$ cat config.mk
export PLATFORM = sky130hd
export DESIGN_NAME = seven_seg_scan_ctrl
export DESIGN_NICKNAME = d
export VERILOG_FILES = /design/src/rtl/seven_seg_pkg.sv /design/src/rtl/tick_gen.sv /design/src/rtl/seven_seg_scan_ctrl.sv
export SDC_FILE = /design/constraint.sdc
export NUM_CORES = 1
export LEC_CHECK = 0
export ABC_AREA = 1
export CAP_MARGIN = 30
export CORE_UTILIZATION = 35
export CTS_BUF_LIST = sky130_fd_sc_hd__clkbuf_16
export DETAILED_ROUTE_END_ITERATION = 16
export SLEW_MARGIN = 20
export SYNTH_ARGS = -nofsm -noshare
export SYNTH_HDL_FRONTEND = slang
export SYNTH_SLANG_ARGS = --single-unit
$ cat constraint.sdc
create_clock -name clk_i -period 4.6 [get_ports clk_i]
set_clock_uncertainty 0.05 [all_clocks]
set_input_delay 0.69 -clock clk_i [delete_from_list [all_inputs] [get_ports clk_i]]
set_output_delay 0.69 -clock clk_i [all_outputs]
set_load 0.05 [all_outputs]
$ cat src/rtl/seven_seg_pkg.sv
// Shared types and helpers for the seven-segment scan controller.
package seven_seg_pkg;

  typedef enum logic [1:0] {
    IDLE,
    BLANK,
    DRIVE
  } scan_state_e;

  localparam logic [6:0] SEG_OFF = 7'h7F;

  // Active-low segment pattern, bit 6..0 = g..a.
  function automatic logic [6:0] hex_to_seg(input logic [3:0] hex);
    logic [6:0] seg;
    case (hex)
      4'h0: seg = 7'h40;
      4'h1: seg = 7'h79;
      4'h2: seg = 7'h24;
      4'h3: seg = 7'h30;
      4'h4: seg = 7'h19;
      4'h5: seg = 7'h12;
      4'h6: seg = 7'h02;
      4'h7: seg = 7'h78;
      4'h8: seg = 7'h00;
      4'h9: seg = 7'h10;
      4'hA: seg = 7'h08;
      4'hB: seg = 7'h03;
      4'hC: seg = 7'h46;
      4'hD: seg = 7'h21;
      4'hE: seg = 7'h06;
      4'hF: seg = 7'h0E;
    endcase
    return seg;
  endfunction

endpackage

$ cat src/rtl/tick_gen.sv
// Free-running prescaler: counts 0..DIV-1 on clk_i, tick_o marks the last count.
module tick_gen #(
  parameter int unsigned DIV = 5000,
  localparam int unsigned CW = $clog2(DIV)
) (
  input  logic          clk_i,
  input  logic          reset_n,
  input  logic          clr_i,
  output logic          tick_o,
  output logic [CW-1:0] count_o
);

  assign tick_o = (count_o == CW'(DIV - 1));

  always_ff @(posedge clk_i or negedge reset_n) begin
    if (!reset_n) begin
      count_o <= '0;
    end else if (clr_i || tick_o) begin
      count_o <= '0;
    end else begin
      count_o <= count_o + 1'b1;
    end
  end

endmodule

$ cat src/rtl/seven_seg_scan_ctrl.sv
// Time-multiplexed seven-segment scan controller with blanking gap and
// double-buffered display value that only swaps at frame boundaries.
module seven_seg_scan_ctrl
  import seven_seg_pkg::*;
#(
  parameter int unsigned DIV          = 5000,
  parameter int unsigned NUM_DIGITS   = 4,
  parameter int unsigned BLANK_CYCLES = 2
) (
  input  logic                    clk_i,
  input  logic                    reset_n,
  input  logic                    en_i,
  input  logic                    load_i,
  input  logic [4*NUM_DIGITS-1:0] value_i,
  input  logic [NUM_DIGITS-1:0]   dp_i,
  output logic [6:0]              seg_o,
  output logic                    dp_o,
  output logic [NUM_DIGITS-1:0]   an_o,
  output logic                    frame_o
);

  localparam int unsigned CW = $clog2(DIV);
  localparam int unsigned IW = (NUM_DIGITS > 1) ? $clog2(NUM_DIGITS) : 1;

  scan_state_e             state;
  logic [IW-1:0]           idx;
  logic [IW-1:0]           idx_nxt;
  logic                    idx_wrap;
  logic [4*NUM_DIGITS-1:0] shadow_val;
  logic [NUM_DIGITS-1:0]   shadow_dp;
  logic [4*NUM_DIGITS-1:0] active_val;
  logic [NUM_DIGITS-1:0]   active_dp;
  logic [4*NUM_DIGITS-1:0] reload_val;
  logic [NUM_DIGITS-1:0]   reload_dp;
  logic [3:0]              next_nibble;
  logic                    tick;
  logic [CW-1:0]           count;
  logic                    clr;

  // Prescaler is held at 0 while idle so each scan starts on a full period.
  assign clr = !en_i || (state == IDLE);

  tick_gen #(
    .DIV(DIV)
  ) u_tick_gen (
    .clk_i  (clk_i),
    .reset_n(reset_n),
    .clr_i  (clr),
    .tick_o (tick),
    .count_o(count)
  );

  // A load coinciding with a reload point bypasses the shadow register.
  always_comb begin
    reload_val  = load_i ? value_i : shadow_val;
    reload_dp   = load_i ? dp_i : shadow_dp;
    idx_wrap    = (idx == IW'(NUM_DIGITS - 1));
    idx_nxt     = idx_wrap ? '0 : idx + 1'b1;
    next_nibble = active_val[4*int'(idx_nxt) +: 4];
  end

  always_ff @(posedge clk_i or negedge reset_n) begin
    if (!reset_n) begin
      state      <= IDLE;
      idx        <= '0;
      shadow_val <= '0;
      shadow_dp  <= '0;
      active_val <= '0;
      active_dp  <= '0;
      seg_o      <= SEG_OFF;
      dp_o       <= 1'b1;
      an_o       <= '1;
      frame_o    <= 1'b0;
    end else begin
      frame_o <= 1'b0;
      if (load_i) begin
        shadow_val <= value_i;
        shadow_dp  <= dp_i;
      end
      if (!en_i) begin
        state <= IDLE;
        idx   <= '0;
        seg_o <= SEG_OFF;
        dp_o  <= 1'b1;
        an_o  <= '1;
      end else begin
        unique case (state)
          IDLE: begin
            state      <= BLANK;
            idx        <= '0;
            active_val <= reload_val;
            active_dp  <= reload_dp;
            seg_o      <= hex_to_seg(reload_val[3:0]);
            dp_o       <= ~reload_dp[0];
            an_o       <= '1;
          end
          BLANK: begin
            if (count == CW'(BLANK_CYCLES - 1)) begin
              state <= DRIVE;
              an_o  <= ~(NUM_DIGITS'(1) << idx);
            end
          end
          DRIVE: begin
            if (tick) begin
              state <= BLANK;
              an_o  <= '1;
              idx   <= idx_nxt;
              // Segments for the next digit are set here so they cover its blank too.
              if (idx_wrap) begin
                frame_o    <= 1'b1;
                active_val <= reload_val;
                active_dp  <= reload_dp;
                seg_o      <= hex_to_seg(reload_val[3:0]);
                dp_o       <= ~reload_dp[0];
              end else begin
                seg_o <= hex_to_seg(next_nibble);
                dp_o  <= ~active_dp[idx_nxt];
              end
            end
          end
          default: state <= IDLE;
        endcase
      end
    end
  end

endmodule

**Word-level counts from Yosys, hierarchy flattened**

Memory sizes are Yosys's and may differ from the RTL's.
Cells that the tools add are included.

- Memories kept: 3
- Memory bits (read-only): 336
- Output and inout bits: 13
- Flip-flop bits (word level): 70
- Input bits: 24
- Word-level logic and storage cells: 77

- $lt $le $gt $ge: 1
- Shifts and indexed selects: 2
- Bitwise logic cells: 3
- Equal/unequal tests: 11
- Add/sub/neg operators: 2
- Reductions and logical operators: 9
- Multiplexer cells: 35

Memories:

| memory | words | bits a word | rd ports | clocked after Yosys merged registers in | wr ports | RTL line | source |
|---|---|---|---|---|---|---|---|
| (name not given) | 16 | 7 | 1 | 0 | 0 | seven_seg_pkg.sv:15 | `case (hex)` |
| (name not given) | 16 | 7 | 1 | 0 | 0 | seven_seg_pkg.sv:15 |  |
| (name not given) | 16 | 7 | 1 | 0 | 0 | seven_seg_pkg.sv:15 |  |

Operators with widths:

| kind | number |
|---|---|
| 2-to-1 mux 16 bit | 3 |
| one-hot mux 16 bit (2 select lines) | 1 |
| 2-to-1 mux 4 bit | 6 |
| 2-to-1 mux 7 bit | 3 |
| variable part select 16 x 5 -> 4 bit | 1 |
| one-hot mux 7 bit (2 select lines) | 1 |
| adder 13 x 1 -> 13 bit, second input constant | 1 |
| equality test 13 x 1 -> 1 bit, second input constant | 1 |
| equality test 13 bit, second input constant | 1 |
| 2-to-1 mux 13 bit | 1 |
| 2-to-1 mux 2 bit | 6 |
| one-hot mux 4 bit (3 select lines) | 1 |
| 2-to-1 mux 1 bit | 8 |
| one-hot mux 4 bit (2 select lines) | 1 |
| one-hot mux 2 bit (3 select lines) | 1 |
| equality test 2 bit, second input constant | 2 |
| inequality test 4 x 1 -> 1 bit, second input constant | 1 |
| inverter 4 bit | 1 |
| one-hot mux 2 bit (2 select lines) | 1 |
| AND reduction 2 bit | 2 |
| AND reduction 4 bit | 1 |
| left shift 1 x 2 -> 4 bit, first input constant | 1 |
| < comparator 2 x 3 -> 1 bit, second input constant | 1 |
| inequality test 3 x 1 -> 1 bit, second input constant | 1 |
| 14 further kinds | 16 |

**Depth between registers and ports, before layout**

- Depth after elaboration: 9
- Mapped depth: 15
- Gate-level depth less buffers: 14

**Cells and area by module**

A second synthesis with hierarchy kept.

- Cell total of the unflattened synthesis: 485
- Area, all modules: 3911.3 um^2

Modules (own cells, without submodules):

| module | times used | cells an instance | seq. area each (um^2) | area an instance (um^2) |
|---|---|---|---|---|
| seven_seg_scan_ctrl | 1 | 390 | 1441.4 | 3183.1 |
| tick_gen | 1 | 95 | 325.3 | 728.2 |

**Least setup slack after synthesis**

No wires, ideal clock.

- Path kind: input to register
- Start: input port load_i
- End: register seg_o[0]
- Setup time: 0.075 ns
- Stages: 12
- Setup slack: 2.186 ns
- Arrival: 2.288 ns
- Buffers on the path: 1
- Required time: 4.475 ns
- Cells stage by stage: inv_1 buf_2 o21ai_0 inv_1 ha_1 or2_2 nand3_1 nand3_1 nand2_1 inv_1 nand2_1 nand2_1

- Cells in the longest elaborated chain, start to end: 6
- Elaborated cells on any way between the ends: 7
- Classes of those cells: mux (5); memory (2)

RTL lines:

| element | RTL line | source |
|---|---|---|
| start, declared | seven_seg_scan_ctrl.sv:13 | `input logic load_i,` |
| 2-to-1 mux 16 bit * | n/a |  |
| named net reload_val[1] | seven_seg_scan_ctrl.sv:33 | `logic [4*NUM_DIGITS-1:0] reload_val;` |
| memory (16 x 7 bit) | n/a |  |
| 2-to-1 mux 7 bit | seven_seg_scan_ctrl.sv:109 | `if (idx_wrap) begin` |
| 2-to-1 mux 7 bit | seven_seg_scan_ctrl.sv:104 | `if (tick) begin` |
| one-hot mux 7 bit (2 select lines) * | seven_seg_scan_ctrl.sv:87 | `unique case (state)` |
| 2-to-1 mux 7 bit * | seven_seg_scan_ctrl.sv:80 | `if (!en_i) begin` |
| end signal, assigned | seven_seg_scan_ctrl.sv:93 | `seg_o <= hex_to_seg(reload_val[3:0]);` |
| end signal, assigned | seven_seg_scan_ctrl.sv:113 | `seg_o <= hex_to_seg(reload_val[3:0]);` |
| end signal, assigned | seven_seg_scan_ctrl.sv:116 | `seg_o <= hex_to_seg(next_nibble);` |
| end, declared | seven_seg_scan_ctrl.sv:16 | `output logic [6:0] seg_o,` |

The timed path passes the listed nets; every way through them passes the cells marked *. The select of a mux whose other input is x is not followed.
A chain may end at the register's enable or synchronous reset.

**Worst setup path in the final report**

Same ends and word-level chain as after synthesis.

==> out/qor.csv <==
stage,metric,value,unit
outcome,status,finished clean,
die,core,0.0108,sq mm
power_and_ir_drop,p_sw_frac,0.403,
timing,rsz0062_at_grt,no,
route,ant_nets,0,
route,wirelength,8.46,mm
finish,diodes,0,
timing,fin_crit,3350,ps
die,die_height,107,microns
die,die_x,107,microns
timing,hold_viol_final,0,
clocking,cts_hold_buf,0,
placement,dp_slack,909,ps
timing,setup_viol,0,
logic_synthesis,yosys_warnings,0,
placement,place_hpwl,6.26,mm
power_and_ir_drop,seqPwrFrac,0.356,
power_and_ir_drop,p_int,1.49,mW
timing,worstMarginPinSlew,629,ps
die,num_rows,38,
timing,relSlewSlack,0.576,
clocking,ctsResizeCount,0,
clocking,htreeDepth,3,
finish,layout-area-overhead-vs-synth,19.2,%
min_path,worst_hold_path_type,primary input to asynchronous set/reset pin,
power_and_ir_drop,p_leak,2.31,nW
setup_path,cp.arrival,3560,ps
power_and_ir_drop,switching_power,1.00,mW
die,boundaryPins,37,
setup_path,cp_max_fo,21,
finish,final_common_cell,nand2_1,
finish,nets,598,
logic_synthesis,synth_xor_area_frac,0.00451,
clocking,numClockSinks,70,
logic_synthesis,syn_area_per_cell,7.56,sq um
logic_synthesis,synthCells,514,
logic_synthesis,ys_ff_latch,70,
timing,setup_slack,1250,ps
setup_path,cp-end-kind,flip-flop,
logic_synthesis,synth_top_cell_by_area,dfrtp_1,
timing,period_share,0.728,
timing,worst_hold_slack,238,ps
timing,setup-tns-final,0,ps
global_route,grt_first_pass_wirelength,15.3,mm
logic_synthesis,synth_area_leaders,"dfrtp_1 (37%), nand2_1 (20%), dfstp_2 (8.1%), ha_1 (7.1%), nand3_1 (6.2%)",
logic_synthesis,synth_compound_area_frac,0.0554,
setup_path,critPathRequiredTime,4810,ps
logic_synthesis,syn_area,0.00388,sq mm
finish,drive_gt1_frac,0.0952,
route,vias_per_cell,4.62,
clocking,clk_latency,320,ps
route,drt_first_iter_violations,142,
placement,io_buffers,36,
power_and_ir_drop,clkPwrFrac,0.240,
clocking,cts_tree,built,
die,start_util,0.358,
clocking,clock_path_buffers,2,
timing,timing.fmax,298,MHz
power_and_ir_drop,pwr_density_cell,538,mW/mm^2
global_route,overflow,0,
logic_synthesis,synth_top_family_by_area,simple AND/OR/NAND/NOR gates,
finish,final_cell_mix,"nand2_1 (203), dfrtp_1 (58), inv_1 (50), nand3_1 (48), clkdlybuf4s50_1 (35)",
global_route,antenna_found_initial,0,
logic_synthesis,mappedNetlistNets,560,
logic_synthesis,netlist.area_leader.share,0.374,
die,fp.dieArea,0.0115,sq mm
logic_synthesis,synthMuxAreaShare,0,
route,firstDrtPassIters,4,
route,via_count,3217,
logic_synthesis,ys_types,30,
clocking,cts_buffers,9,
logic_synthesis,ys_seq_area_frac,0.455,
setup_path,crit_type,primary input to flip-flop,
timing,finalMaxSlewViolations,0,
logic_synthesis,synth_fa_ha_area_frac,0.0709,
route,wire_per_inst,12.1,microns
power_and_ir_drop,irDropWorstVdd,0.000275,V
clocking,post_cts_buffers,0,
logic_synthesis,yosys.area_share.simple,0.340,
flow_run,maxCapViolCount,0,
global_route,grt_pass1_vias,3300,
clocking,cts_root_buf,clkbuf_16,
global_route,grt_usage,0.168,
setup_path,cp-start-kind,primary input,
route,drc,0,
global_route,grt_max_degree,40,
placement,globalplace.congestion,0.858,
power_and_ir_drop,power_frac_comb,0.404,
clocking,path_clk_slew,60,ps
[cell usage after synthesis]
cell and n:
nor3b_1 3, or2_2 2, o21ai_0 23, inv_1 49, buf_6 1, nand2_2 11
xor2_1 2, nand4_1 2, o21ai_4 1, o22ai_1 2, dfstp_2 12, nor2_2 2
nand3_2 1, nor3_1 9, buf_2 3, o21ai_2 1, nor3_4 1, nor2_1 31
ha_1 22, nand3_1 48, clkinv_2 1, o21a_1 1, nand2_1 203, buf_8 1
inv_2 5, buf_4 3, clkinv_1 1, a21oi_1 11, clkbuf_1 4, dfrtp_1 58
[cell families (layout without fill, tap and decap cells)]
logic type,Yosys count,after routing
AO/OA/AOI/OAI,39,39
XOR/XNOR,2,2
adder cells (fa/ha/maj),22,22
buffers and inverters,68,111
flip-flops,70,70
AND/OR/NAND/NOR,313,313
[stage by stage]
step | instance area (sq um) | power [mW] | std cells | utilization
after floorplan | 3880 | 1.65 | 514 | -
after global placement | 4350 | 1.89 | 680 | 0.401
after detailed placement | 4350 | 1.91 | 680 | 0.401
after CTS | 4610 | 2.52 | 696 | 0.425
after global routing | 4630 | 2.71 | 697 | 0.427
final | 4630 | 2.49 | 697 | 0.427
[power groups by stage]
stage                     clock network (mW)  logic (mW)  registers (mW)
after detailed placement                   0        1.01           0.895
after CTS                              0.621        1.02           0.887
after global placement                     0       0.995           0.891
after floorplan                            0       0.607            1.05
after global routing                   0.644        1.16           0.905
final                                  0.597        1.01           0.885
[layer usage]
| layer | wire length (microns) | vias up | global-route usage |
|---|---|---|---|
| met5 | 0 | - | 0 |
| met4 | 101 | 0 | 0.0499 |
| met1 | 3950 | 1461 | 0.205 |
| met2 | 4130 | 62 | 0.295 |
| met3 | 278 | 8 | 0.0363 |
| li1 | - | 1686 | - |
[path summary, 6_finish.rpt]
check                                         from  depth (start not counted)                         endpoint  slack, ps
setup / recovery                            load_i                         13             seg_o[0]$_DFFE_PN1P_       1250
hold / removal                             reset_n                          1  u_tick_gen.count_o[5]$_DFF_PN0_        240
setup reg to reg                idx[0]$_DFFE_PN0P_                         13             seg_o[3]$_DFFE_PN1P_       2170
hold reg to reg            shadow_val[9]$_DFF_PN0_                          2          shadow_val[9]$_DFF_PN0_        420
max in group asynchronous                  reset_n                          2         shadow_val[13]$_DFF_PN0_       3520
min in group clk_i         shadow_val[9]$_DFF_PN0_                          2          shadow_val[9]$_DFF_PN0_        420
[worst max-delay path, stage by stage]
cell and delay [ps]:
clkdlybuf4s50_1 460, buf_4 240, inv_1 340, o21ai_0 630
inv_1 220, ha_1 300, or2_2 320, nand3_1 70
nand3_1 60, nand2_1 70, inv_1 30, nand2_1 60
nand2_1 50
[flip-flops by register name, indices dropped and copies added, names as in the netlist, 4 cells and up]
signal              cells
active_dp               4
shadow_val             16
seg_o                   7
shadow_dp               4
an_o                    4
u_tick_gen.count_o     13
active_val             16
[area by class of cell]
| type | count | area, sq um |
|---|---|---|
| Clock inverter | 7 | 32.5 |
| Clock buffer | 9 | 225 |
| Fill cell | 1154 | 6210 |
| Tap cell | 140 | 175 |
| Inverter | 56 | 211 |
| Sequential cell | 70 | 1770 |
| Timing Repair Buffer | 39 | 390 |
| Multi-Input combinational cell | 376 | 1830 |
(Power assumes the default switching activity.)
